`src/rtl/game_sequencer_pkg.sv`:
```
// game_pkg: shared game states and keycodes for the Breakout sequencer
package game_pkg;
   typedef enum logic [2:0] {MENU, SERVE, PLAY, LIFE_LOST, GAME_OVER, WIN} game_state_t;
   localparam logic [7:0] KEY_SPACE = 8'h2C;
   localparam logic [7:0] KEY_ENTER = 8'h28;
endpackage

```
`src/rtl/game_sequencer_if.sv`:
```
// game_sequencer_if: inputs from keyboard/datapath/VGA and outputs to datapath/HEX
interface game_sequencer_if;
   logic        vs;
   logic [7:0]  keycode;
   logic        block_hit;
   logic        ball_lost;
   logic        blocks_clear;
   logic        frame_tick;
   logic        dp_reset;
   logic        blocks_reload;
   logic        start_menu;
   logic        serve_hold;
   logic        game_over;
   logic        game_won;
   logic [1:0]  lives;
   logic [15:0] curr_score;
   modport master (
      output vs, keycode, block_hit, ball_lost, blocks_clear,
      input  frame_tick, dp_reset, blocks_reload, start_menu, serve_hold,
             game_over, game_won, lives, curr_score
   );
   modport slave (
      input  vs, keycode, block_hit, ball_lost, blocks_clear,
      output frame_tick, dp_reset, blocks_reload, start_menu, serve_hold,
             game_over, game_won, lives, curr_score
   );
endinterface

```
`src/rtl/game_sequencer_bcd_score_acc.sv`:
```
// bcd_score_acc: 4-digit packed BCD accumulator that saturates at 9999
module bcd_score_acc (
   input  logic        Clk,
   input  logic        Reset,
   input  logic        en_i,
   input  logic        clr_i,
   input  logic [3:0]  add_i,
   output logic [15:0] score_o
);
   logic [15:0] score_q, score_d, sum;
   logic [4:0]  dig;
   logic [3:0]  carry;
   // ripple the addend through the digits; a carry out of the top digit saturates
   always_comb begin
      sum = '0;
      dig = '0;
      carry = add_i;
      for (int i = 0; i < 4; i++) begin
         dig = {1'b0, score_q[4*i +: 4]} + {1'b0, carry};
         sum[4*i +: 4] = dig > 5'd9 ? 4'(dig - 5'd10) : dig[3:0];
         carry = dig > 5'd9 ? 4'd1 : 4'd0;
      end
      score_d = carry != 4'd0 ? 16'h9999 : sum;
   end
   // clear wins over accumulate
   always_ff @(posedge Clk) begin
      if (Reset || clr_i) score_q <= '0;
      else if (en_i) score_q <= score_d;
   end
   assign score_o = score_q;
endmodule

```
`src/rtl/game_sequencer.sv`:
```
// game_sequencer: Breakout game-flow FSM, lives, score, frame tick and datapath reset pulses
module game_sequencer
   import game_pkg::*;
#(
   parameter int          START_LIVES   = 3,
   parameter int          PAUSE_FRAMES  = 60,
   parameter int          OVER_FRAMES   = 180,
   parameter logic [7:0]  KEY_SERVE     = KEY_SPACE,
   parameter int          PTS_PER_BLOCK = 1
) (
   input logic Clk,
   input logic Reset,
   game_sequencer_if.slave bus
);
   localparam logic [7:0] PAUSE_LAST = 8'(PAUSE_FRAMES - 1);
   localparam logic [7:0] OVER_LAST  = 8'(OVER_FRAMES - 1);
   game_state_t state_q, state_d;
   logic [1:0]  lives_q, lives_d;
   logic [7:0]  timer_q, timer_d;
   logic        dp_reset_q, dp_reset_d, reload_q, reload_d;
   logic        key_q;
   logic [2:0]  vs_q;
   logic        press, tick, timed, score_clr;
   assign press = (bus.keycode == KEY_SERVE) && !key_q;
   assign tick  = vs_q[2] && !vs_q[1];
   assign timed = state_q inside {LIFE_LOST, GAME_OVER, WIN};
   // vsync is idle-high, so the synchroniser resets to 1 to avoid a spurious tick
   always_ff @(posedge Clk) begin
      if (Reset) begin
         vs_q       <= 3'b111;
         key_q      <= 1'b0;
         state_q    <= MENU;
         lives_q    <= 2'(START_LIVES);
         timer_q    <= '0;
         dp_reset_q <= 1'b0;
         reload_q   <= 1'b0;
      end else begin
         vs_q       <= {vs_q[1:0], bus.vs};
         key_q      <= bus.keycode == KEY_SERVE;
         state_q    <= state_d;
         lives_q    <= lives_d;
         timer_q    <= timer_d;
         dp_reset_q <= dp_reset_d;
         reload_q   <= reload_d;
      end
   end
   // next state, lives, frame timer and one-shot pulse requests
   always_comb begin
      state_d    = state_q;
      lives_d    = lives_q;
      timer_d    = (timed && tick) ? timer_q + 8'd1 : timer_q;
      dp_reset_d = 1'b0;
      reload_d   = 1'b0;
      score_clr  = 1'b0;
      case (state_q)
         MENU: if (press) begin
            state_d    = SERVE;
            dp_reset_d = 1'b1;
            reload_d   = 1'b1;
            lives_d    = 2'(START_LIVES);
            score_clr  = 1'b1;
         end
         SERVE: if (press) state_d = PLAY;
         PLAY: if (bus.blocks_clear) state_d = WIN;
            else if (bus.ball_lost) begin
               state_d = lives_q <= 2'd1 ? GAME_OVER : LIFE_LOST;
               lives_d = lives_q <= 2'd1 ? 2'd0 : lives_q - 2'd1;
            end
         LIFE_LOST: if (tick && timer_q == PAUSE_LAST) begin
            state_d    = SERVE;
            dp_reset_d = 1'b1;
         end
         GAME_OVER, WIN: if (press || (tick && timer_q == OVER_LAST)) state_d = MENU;
         default: state_d = MENU;
      endcase
      if (state_d != state_q) timer_d = '0;
   end
   bcd_score_acc u_score (
      .Clk     (Clk),
      .Reset   (Reset),
      .en_i    (bus.block_hit && state_q == PLAY),
      .clr_i   (score_clr),
      .add_i   (4'(PTS_PER_BLOCK)),
      .score_o (bus.curr_score)
   );
   assign bus.frame_tick    = tick;
   assign bus.dp_reset      = dp_reset_q;
   assign bus.blocks_reload = reload_q;
   assign bus.start_menu    = state_q == MENU;
   assign bus.serve_hold    = state_q == SERVE || state_q == LIFE_LOST;
   assign bus.game_over     = state_q == GAME_OVER;
   assign bus.game_won      = state_q == WIN;
   assign bus.lives         = lives_q;
endmodule
```
`src/flat_wrapper.sv`:
```
// flat-port wrapper written by rule: the top's interface ports become plain ports
module game_sequencer_flat import game_pkg::*;
#(
   parameter int          START_LIVES   = 3,
   parameter int          PAUSE_FRAMES  = 60,
   parameter int          OVER_FRAMES   = 180,
   parameter logic [7:0]  KEY_SERVE     = KEY_SPACE,
   parameter int          PTS_PER_BLOCK = 1
)
  (Clk, Reset, bus_vs, bus_keycode, bus_block_hit, bus_ball_lost, bus_blocks_clear, bus_frame_tick, bus_dp_reset, bus_blocks_reload, bus_start_menu, bus_serve_hold, bus_game_over, bus_game_won, bus_lives, bus_curr_score);
  game_sequencer_if bus_i ();
  input logic Clk;
  input logic Reset;
  input wire logic [$bits(bus_i.vs)-1:0] bus_vs;
  input wire logic [$bits(bus_i.keycode)-1:0] bus_keycode;
  input wire logic [$bits(bus_i.block_hit)-1:0] bus_block_hit;
  input wire logic [$bits(bus_i.ball_lost)-1:0] bus_ball_lost;
  input wire logic [$bits(bus_i.blocks_clear)-1:0] bus_blocks_clear;
  output wire logic [$bits(bus_i.frame_tick)-1:0] bus_frame_tick;
  output wire logic [$bits(bus_i.dp_reset)-1:0] bus_dp_reset;
  output wire logic [$bits(bus_i.blocks_reload)-1:0] bus_blocks_reload;
  output wire logic [$bits(bus_i.start_menu)-1:0] bus_start_menu;
  output wire logic [$bits(bus_i.serve_hold)-1:0] bus_serve_hold;
  output wire logic [$bits(bus_i.game_over)-1:0] bus_game_over;
  output wire logic [$bits(bus_i.game_won)-1:0] bus_game_won;
  output wire logic [$bits(bus_i.lives)-1:0] bus_lives;
  output wire logic [$bits(bus_i.curr_score)-1:0] bus_curr_score;
  assign bus_i.vs = bus_vs;
  assign bus_i.keycode = bus_keycode;
  assign bus_i.block_hit = bus_block_hit;
  assign bus_i.ball_lost = bus_ball_lost;
  assign bus_i.blocks_clear = bus_blocks_clear;
  assign bus_frame_tick = bus_i.frame_tick;
  assign bus_dp_reset = bus_i.dp_reset;
  assign bus_blocks_reload = bus_i.blocks_reload;
  assign bus_start_menu = bus_i.start_menu;
  assign bus_serve_hold = bus_i.serve_hold;
  assign bus_game_over = bus_i.game_over;
  assign bus_game_won = bus_i.game_won;
  assign bus_lives = bus_i.lives;
  assign bus_curr_score = bus_i.curr_score;
  game_sequencer #(.START_LIVES(START_LIVES), .PAUSE_FRAMES(PAUSE_FRAMES), .OVER_FRAMES(OVER_FRAMES), .KEY_SERVE(KEY_SERVE), .PTS_PER_BLOCK(PTS_PER_BLOCK)) u_core (.Clk(Clk), .Reset(Reset), .bus(bus_i));
endmodule
```
`config.mk`:
```
export PLATFORM = sky130hd
export DESIGN_NAME = game_sequencer_flat
export DESIGN_NICKNAME = d
export VERILOG_FILES = /design/src/rtl/game_sequencer_pkg.sv /design/src/rtl/game_sequencer_if.sv /design/src/rtl/game_sequencer_bcd_score_acc.sv /design/src/rtl/game_sequencer.sv /design/src/flat_wrapper.sv
export SDC_FILE = /design/constraint.sdc
export NUM_CORES = 1
export LEC_CHECK = 0
export CAP_MARGIN = 20
export CORE_MARGIN = 2
export CORE_UTILIZATION = 53
export CTS_CLUSTER_DIAMETER = 120
export CTS_CLUSTER_SIZE = 20
export DETAILED_ROUTE_END_ITERATION = 8
export PLACE_DENSITY = 0.8
export SLEW_MARGIN = 25
export SYNTH_ARGS = -nofsm -noshare
export SYNTH_HDL_FRONTEND = slang
export SYNTH_SLANG_ARGS = --single-unit
```
`constraint.sdc`:
```
create_clock -name Clk -period 7.27 [get_ports Clk]
set_input_delay 1.454 -clock Clk [delete_from_list [all_inputs] [get_ports Clk]]
set_output_delay 1.454 -clock Clk [all_outputs]
set_load 0.02 [all_outputs]
```
==> results_dict.tcl, run 1 <==
set metrics [dict create \
    status "complete, no violations" \
    grt_pass1_wl_um 8670 \
    fill_cells 351 \
    setup_tns_ps 0 \
    gp_congestion 0.849 \
    cts_resized 0 \
    syn_to_final_growth_pct 20.5 \
    via_count 2205 \
    synth_common_cells "35 x dfxtp_1, 27 x nor2_1, 24 x nand2_1, 22 x a21oi_1, 15 x inv_1" \
    clock_sinks 35 \
    grt_max_degree 16 \
    initial_core_util_pct 56.2 \
    layout.nets 339 \
    layout-drive-gt1-share_pct 7.01 \
    place_hpwl_um 3690 \
    antenna_found_initial 0 \
    synth_edf_count 0 \
    antennaDiodeCount 0 \
    port_buffers 38 \
    power.internal_mw 0.313 \
    skew_ps 4.53 \
    hold_buffers 0 \
    vias_per_cell 6.06 \
    met2_length_um 2570 \
    wl_met3_um 240 \
    io_pins 39 \
    netlist.area_leader.share_pct 30.5 \
    area.sequential_sq_um 701 \
    p_comb_share_pct 4.2 \
    min_period_ps 5990 \
    instances_no_fill 364 \
    rows 23 \
    crit_slowest_cell "or4_1" \
    die_area_sq_um 4870 \
    maxSlewHeadroom_pct 54.2 \
    cts_setup_buffers 0 \
    cts_tree "done" \
    min_period_over_period_pct 82.4 \
    drcViolationCount 0 \
    die_w_um 69.8 \
    synth_cells 288 \
    critPathLaunchType "register" \
    pwr-share-clk_pct 46.3 \
    multi_input_area_sq_um 1450 \
    htreeDepth 2 \
    initialDrtViolationCount 118 \
    cp_cell_sequence "ha_1 -> xnor2_1 -> ha_1 -> or3b_2 -> a31oi_1 -> o22a_1 -> ha_1 -> ha_1 -> nand2_1 -> o21ai_0 -> a21oi_1 -> ha_1 -> ha_1 -> nor2_1 -> a21oi_1 -> nor2_1 -> a21oi_1 -> ha_1 -> ha_1 -> nand2b_1 -> a31oi_1 -> nor3_1 -> or4_1 -> a21oi_1" \
    grt_usage_pct 21.4 \
    crit_path_max_incr_delay_ps 550 \
    wl_per_cell_um 14.3 \
    synthesis.nets 314 \
    fmax_mhz 167 \
    rsz0062_at_grt "no" \
    p_seq_share_pct 49.5 \
    yosys_warnings 0 \
    tightestPinTransition_ps 683 \
    worstPathMaxFanout 11 \
    ant_nets 0 \
    fp.dieH_um 69.8 \
    synthTopCellsByArea "dfxtp_1 31%, ha_1 6.5%, a21oi_1 4.8%" \
    synth_cell_types 55 \
    synth.most_common_cell "dfxtp_1" \
    synth_top_area_cell "dfxtp_1" \
    crit_path_frequent_cell "ha_1" \
    finalWirelength_um 5210 \
    hold_class "reg2reg" \
    netlist_area_sq_um 2300 \
    synth_seq_area_share_pct 30.5 \
    p_leak_nw 0.941 \
    grt_overflow 0 \
    clock-root-buffer "clkbuf_8" \
    crit_required_ps 7470 \
    drt_first_pass_iters 4 \
    worstSetupPathType "reg2reg" \
    numCtsBuffers 5 \
    cp.arrival_ps 6190 \
    powerDensity_nw_per_um2 141 \
    p_switching_mw 0.0766 \
    synth-seq-cells 35 \
    switching_share_pct 19.7 \
    maxCapViolCount 0 \
    synthArstFlopShare_pct 0 \
    finalSetupViolCount 0 \
    met1_length_um 2340 \
    cp.buffers_inverters 0 \
    dr.max_layer_used "met4" \
    synth_flop_cell "dfxtp_1" \
    cts_buffer_depth 2 \
    peakVddDrop_v 0.000123 \
    cpLargestDelayFamily "adder cells" \
    place_inst 356 \
    finalHoldViolCount 0 \
    grt_pass1_vias 1964 \
    end_kind "register" \
    avgSynthCellArea_sq_um 7.97 \
    core_area_sq_um 4090 \
    slew_viol_final 0 \
    clock_latency_ps 280 \
    clk_pin_slew_ps 70 \
]
registers in the layout, indices dropped and copies added (netlist names):
| name | flops |
|---|---|
| u_core.u_score.score_o | 16 |
| u_core.timer_q | 8 |
| u_core.state_q | 3 |
| u_core.vs_q | 3 |
| u_core.bus.lives | 2 |
| u_core.bus.blocks_reload | 1 |
| u_core.bus.dp_reset | 1 |
| u_core.key_q | 1 |
cells by family (layout without fill, tap and decap cells):
logic type,count (synthesis),count (layout),share of synthesized area [%]
mux,3,3,1.42
xor+xnor,14,14,5.34
simple gates,117,117,27.8
compound gates,72,72,22.0
fa+ha+maj,12,12,6.54
buf+inv,35,61,6.32
flops,35,35,30.5
per-layer routing:
layer,vias to the layer above,track usage [%]
li1,1100,-
met5,-,0
met4,0,8.12
met1,1031,25.2
met3,6,4.65
met2,68,37.9
cell usage in the layout (no fill, tap or decap), types with 7 or more instances in the layout:
cell type        count
nor2_1              27
nor3_1               9
nand3b_1             8
inv_1               15
nand2_1             24
clkdlybuf4s50_1     38
a211oi_1             7
a21oi_1             22
ha_1                12
o21ai_0             10
dfxtp_1             35
nand3_1              7
xnor2_1              9
worst reg2reg max path, stage by stage (launching register included):
cell and delay, ps:
dfxtp_1 460, ha_1 430, xnor2_1 220, ha_1 200, or3b_2 480, a31oi_1 210
o22a_1 200, ha_1 180, ha_1 300, nand2_1 170, o21ai_0 180, a21oi_1 90
ha_1 210, ha_1 430, nor2_1 70, a21oi_1 120, nor2_1 50, a21oi_1 120
ha_1 220, ha_1 270, nand2b_1 150, a31oi_1 290, nor3_1 170, or4_1 550
a21oi_1 160
final timing paths:
path                            slack, ps                      start  cells past startpoint                   endpoint
worst max-delay path                 1280  u_core.u_score.score_o[0]                     24  u_core.u_score.score_o[5]
worst min-delay path                  430             u_core.vs_q[0]                      1             u_core.vs_q[1]
worst max register to register       1280  u_core.u_score.score_o[0]                     24  u_core.u_score.score_o[5]
worst min register to register        430             u_core.vs_q[0]                      1             u_core.vs_q[1]
stage by stage:
step / area [sq um] / power [mW] / setup slack [ps] / hold WS (ps) / util, %
3_5_place_dp: 2650 / 0.213 / 1490 / 410 / 64.9
6_report: 2770 / 0.389 / 1280 / 433 / 67.7
2_1_floorplan: 2300 / 0.204 / 1610 / 389 / -
4_1_cts: 2770 / 0.393 / 1410 / 439 / 67.7
5_1_grt: 2770 / 0.402 / 872 / 447 / 67.7
3_3_place_gp: 2650 / 0.213 / 1670 / 393 / 64.9
area by class of cell:
type                            instances  area share (%)
Multi-Input combinational cell        218            52.4
Sequential cell                        35            25.3
Timing Repair Buffer                   38            13.7
Clock buffer                            6            2.98
Tap cell                               50            2.26
Inverter                               15            2.03
Clock inverter                          2            1.27
power groups by stage:
stage | Combinational (mW) | Clock (mW) | Sequential [mW]
2_1_floorplan | 0.00679 | 0 | 0.197
3_3_place_gp | 0.0162 | 0 | 0.197
3_5_place_dp | 0.0163 | 0 | 0.197
4_1_cts | 0.0164 | 0.184 | 0.193
5_1_grt | 0.0176 | 0.192 | 0.193
6_report | 0.0162 | 0.180 | 0.193
No activity file was read; power rests on OpenSTA's default activity.
==> inputs of run 2 (changes only) <==
CORE_UTILIZATION = 48   (was 53)
PLACE_DENSITY = 0.76   (was 0.8)
clock period = 5.2 ns   (was 7.27 ns; I/O delays follow)
==> run 2 against run 1 <==
Net effect:
- total power rose by 23%
- cell area rose by 8.9%
- clock-buffer cell count increased by 1
- worst hold slack lost 19 ps
- clock power increased by 6%
- final cell count up 5.8%
- critical path depth is 3 higher
- die area is 9.8% higher
- combinational power increased by 38%
- sequential share of layout area shrank 1.8 points
- global-route usage decreased by 0.73 points
- flip-flop and latch count did not move
==> results_dict.tcl, run 2 (same netlist as run 1, synthesis figures left out) <==
set metrics [dict create \
    status "complete, no violations" \
    htreeDepth 2 \
    ant_nets 0 \
    antennaDiodeCount 0 \
    numCtsBuffers 5 \
    reg2reg_depth 27 \
    final_cell_mix "38 x clkdlybuf4s50_1, 33 x dfxtp_1, 26 x nor2_1" \
    place_hpwl_um 3760 \
    largest_reg_flops 16 \
    hold_buffers 0 \
    io_pins 39 \
    drt_first_pass_iters 5 \
    final_util_pct 64.7 \
    initialDrtViolationCount 85 \
    hold_class "reg2reg" \
    worst_hold_path.num_cells 1 \
    core_area_sq_um 4660 \
    cp.buffers_inverters 3 \
    clk_pin_slew_ps 70 \
    min_period_over_period_pct 94.5 \
    switching_share_pct 22.0 \
    gp_congestion 0.856 \
    place_area_sq_um 2770 \
    clock_latency_ps 290 \
    initial_core_util_pct 49.3 \
    via_count 2254 \
    die_area_sq_um 5350 \
    min_from "u_core.vs_q[0]" \
    skew_ps 1.68 \
    r2r_start "u_core.u_score.score_o[1]" \
    syn_to_final_growth_pct 31.3 \
    p_switching_mw 0.106 \
    crit_required_ps 5350 \
    p_seq_share_pct 55.9 \
    setup_tns_ps 0 \
    power.internal_mw 0.375 \
    final_common_cell "clkdlybuf4s50_1" \
    p_comb_share_pct 4.7 \
    peakVddDrop_v 0.000114 \
    cp.arrival_ps 5070 \
    grt_max_degree 16 \
    wl_per_cell_um 14.1 \
    grt_pass1_wl_um 8800 \
    cts_tree "done" \
    rows 25 \
    vias_per_cell 5.85 \
    finalSetupViolCount 0 \
    crit_slowest_cell "or3b_4" \
    antenna_found_initial 0 \
    holdPathEnd "u_core.vs_q[1]" \
    grt_overflow 0 \
    worstPathMaxFanout 8 \
    powerDensity_nw_per_um2 159 \
    p_leak_nw 1.00 \
    clock_sinks 35 \
    layout.nets 356 \
    drcViolationCount 0 \
    rr_endpoint "u_core.u_score.score_o[3]" \
    cpLargestDelayFamily "adder cells" \
    end_kind "register" \
    clock-root-buffer "clkbuf_8" \
    multi_input_area_sq_um 1590 \
    die_w_um 73.2 \
    finalWirelength_um 5440 \
    pwr-share-clk_pct 39.5 \
    port_buffers 38 \
    grt_pass1_vias 1961 \
    crit_path_frequent_cell "ha_2" \
    critPathLaunchType "register" \
    crit_path_max_incr_delay_ps 410 \
    tightestPinTransition_ps 577 \
    cts_buffer_depth 2 \
    rrSetupSlack_ps 280 \
    maxCapViolCount 0 \
    fmax_mhz 203 \
    grt_usage_pct 20.7 \
    fin_area_sq_um 3010 \
    area.sequential_sq_um 708 \
    slew_viol_final 0 \
    min_period_ps 4920 \
    layout-drive-gt1-share_pct 17.5 \
    fp.dieH_um 73.2 \
    worstSetupPathType "reg2reg" \
    maxSlewHeadroom_pct 61.5 \
    fill_cells 399 \
    finalHoldViolCount 0 \
]
[run 2: layout make-up]
cell class                      instances  share of cell area (%)
Multi-Input combinational cell        218                    52.8
Sequential cell                        35                    23.5
Timing Repair Buffer                   55                    16.9
Clock buffer                            7                    2.53
Tap cell                               54                    2.24
Inverter                               15                    1.87
Clock inverter                          1                   0.166
[run 2: metal layers]
| metal | global-route usage, % | wire, um | up-vias |
|---|---|---|---|
| li1 | - | - | 1125 |
| met1 | 26.8 | 2460 | 1048 |
| met2 | 34.1 | 2590 | 68 |
| met3 | 4.28 | 283 | 13 |
| met4 | 7.00 | 104 | 0 |
| met5 | 0 | 0 | - |
[run 2: repair_timing]
| item | CTS | global route |
|---|---|---|
| cloned | 0 | 0 |
| endpoints found under the setup margin | 2 | 13 |
| gates resized for setup | 1 | 22 |
| pin swaps | 3 | 10 |
| buffers inserted | 2 | 3 |
[run 2: stage by stage]
stage	hold WS [ps]	std cells	total power, mW	setup slack [ps]
final	413	385	0.480	284
after global routing	426	385	0.500	-22.8
after CTS	418	382	0.488	13.8
after detailed placement	400	372	0.297	-38.1
after global placement	394	372	0.297	161
after floorplan	389	288	0.284	10.4
[run 2: worst max-delay path by stage]
| stage | cells past startpoint | endpoint | from |
|---|---|---|---|
| finish | 27 | u_core.u_score.score_o[3] | u_core.u_score.score_o[1] |
| global route | 27 | u_core.u_score.score_o[0] | u_core.u_score.score_o[0] |
| CTS | 26 | u_core.u_score.score_o[9] | u_core.u_score.score_o[0] |
| detailed placement | 25 | u_core.u_score.score_o[5] | u_core.u_score.score_o[0] |
| global placement | 25 | u_core.u_score.score_o[9] | u_core.u_score.score_o[0] |
| floorplan | 28 | u_core.u_score.score_o[5] | u_core.u_score.score_o[0] |
[run 2: power by group through the flow]
| stage | clock (mW) | sequential [mW] | combinational, mW |
|---|---|---|---|
| floorplan | 0 | 0.274 | 0.00950 |
| global placement | 0 | 0.275 | 0.0223 |
| detailed placement | 0 | 0.275 | 0.0223 |
| CTS | 0.197 | 0.268 | 0.0224 |
| global route | 0.208 | 0.268 | 0.0241 |
| finish | 0.190 | 0.268 | 0.0223 |
==> inputs of run 3 (changes only) <==
CORE_UTILIZATION = 55   (was 48)
PLACE_DENSITY = 0.84   (was 0.76)
clock period = 6 ns   (was 5.2 ns; I/O delays follow)
==> run 3 against run 2 <==
Net effect:
- sequential power is 13% lower
- die area fell by 12%
- flip-flop and latch count stayed put
- critical path type unchanged
==> results_dict.tcl, run 3 (same netlist as run 1, synthesis figures left out) <==
set metrics [dict create \
    largest_reg_flops 16 \
    initial_core_util_pct 57.4 \
    cts_buffer_depth 2 \
    via_count 2161 \
    powerDensity_nw_per_um2 151 \
    finalHoldViolCount 0 \
    critPathLaunchType "register" \
    hold_class "reg2reg" \
    crit_required_ps 6210 \
    worstSetupPathType "reg2reg" \
    place_hpwl_um 3710 \
    fmax_mhz 180 \
    final_cell_mix "38 x clkdlybuf4s50_1, 33 x dfxtp_1, 26 x nor2_1" \
    drcViolationCount 0 \
    antennaDiodeCount 0 \
    io_pins 39 \
    gp_congestion 0.900 \
    critPathLaunch "u_core.u_score.score_o[0]" \
    fp.dieH_um 68.6 \
    htreeDepth 2 \
    fin_hold_ws_ps 423 \
    grt_pass1_wl_um 8310 \
    setup_tns_ps 0 \
    die_w_um 68.6 \
    place_inst 356 \
    status "complete, no violations" \
    instances_no_fill 363 \
    initialDrtViolationCount 116 \
    cts_setup_buffers 0 \
    vias_per_cell 5.95 \
    grt_overflow 0 \
    finalWirelength_um 5140 \
    min_period_over_period_pct 92.6 \
    core_area_sq_um 4000 \
    die_area_sq_um 4710 \
    end_kind "register" \
    min_from "u_core.vs_q[0]" \
    tightestPinTransition_ps 538 \
    rows 23 \
    grt_pass1_vias 1881 \
    finalSetupViolCount 0 \
    final_common_cell "clkdlybuf4s50_1" \
    layout.nets 339 \
    port_buffers 38 \
    numCtsBuffers 5 \
    ant_nets 0 \
    clk_pin_slew_ps 70 \
    clock_latency_ps 290 \
    r2r_start "u_core.u_score.score_o[0]" \
    peakVddDrop_v 0.000123 \
    slew_viol_final 0 \
    layout-drive-gt1-share_pct 9.27 \
    clock-root-buffer "clkbuf_8" \
    wl_per_cell_um 14.2 \
    maxCapViolCount 0 \
    drt_first_pass_iters 6 \
    maxSlewHeadroom_pct 64.0 \
    antenna_found_initial 0 \
    grt_usage_pct 23.2 \
    min_period_ps 5550 \
    grt_max_degree 16 \
    syn_to_final_growth_pct 21.8 \
    skew_ps 6.12 \
    p_leak_nw 0.919 \
    cp.arrival_ps 5770 \
    worstPathMaxFanout 9 \
    cts_tree "done" \
    clock_sinks 35 \
]
==> run 3: repair_timing <==
item                       CTS  global route
setup endpoints to repair    0            13
gates resized for setup      0            12
hold buffers                 0             0
==> run 3: layout make-up <==
cell class                 instances  area [sq um]
clock buffer                       6          82.6
clock inverter                     1          5.00
inverter                          15          56.3
multi-input combinational        218          1510
sequential                        35           703
fill                             327          1200
tap                               50          62.6
timing repair buffer              38           380
==> run 3: routing by layer <==
metal / up-vias / share of wire [%] / track usage, %
li1: 1091 / - / -
met1: 996 / 45 / 29.3
met2: 66 / 48 / 38.5
met3: 8 / 5.3 / 4.55
met4: 0 / 1.6 / 9.75
met5: - / 0 / 0
==> run 3: path summary, 6_finish.rpt <==
path,cells past startpoint,to,slack [ps]
worst max-delay path,26,u_core.u_score.score_o[5],450
worst min-delay path,1,u_core.vs_q[1],420
worst max register to register,26,u_core.u_score.score_o[5],450
worst min register to register,1,u_core.vs_q[1],420
==> run 3: through the flow <==
stage | total power, mW | setup slack [ps] | utilization (%) | area (sq um)
finish | 0.423 | 445 | 69.9 | 2800
global route | 0.436 | -24.7 | 69.9 | 2800
CTS | 0.426 | 284 | 68.4 | 2740
detailed placement | 0.259 | 301 | 66.2 | 2650
global placement | 0.258 | 487 | 66.2 | 2650
floorplan | 0.247 | 344 | - | 2300
==> run 3: critical path, cell delays in order (launching register included) <==
cell and delay [ps]:
dfxtp_2 420, inv_1 110, ha_1 360, inv_1 130, ha_1 150, or3b_2 470, a31oi_1 190, o22a_1 200
ha_1 180, ha_2 330, nor2_1 100, a21oi_1 50, nor2_1 100, a21oi_1 50, ha_1 220, ha_4 320
nor2_1 50, a21oi_1 130, nor2_1 50, a21oi_1 140, ha_2 250, ha_1 270, nand2b_1 190, a31oi_4 240
nor3_1 120, or4_1 510, a21oi_1 150
==> run 3: power breakdown <==
group          switching (mW)  leakage, nW  internal, mW
sequential           0.000479        0.284         0.233
combinational         0.00837        0.589        0.0113
clock                  0.0798       0.0470        0.0899
total                  0.0887        0.919         0.334
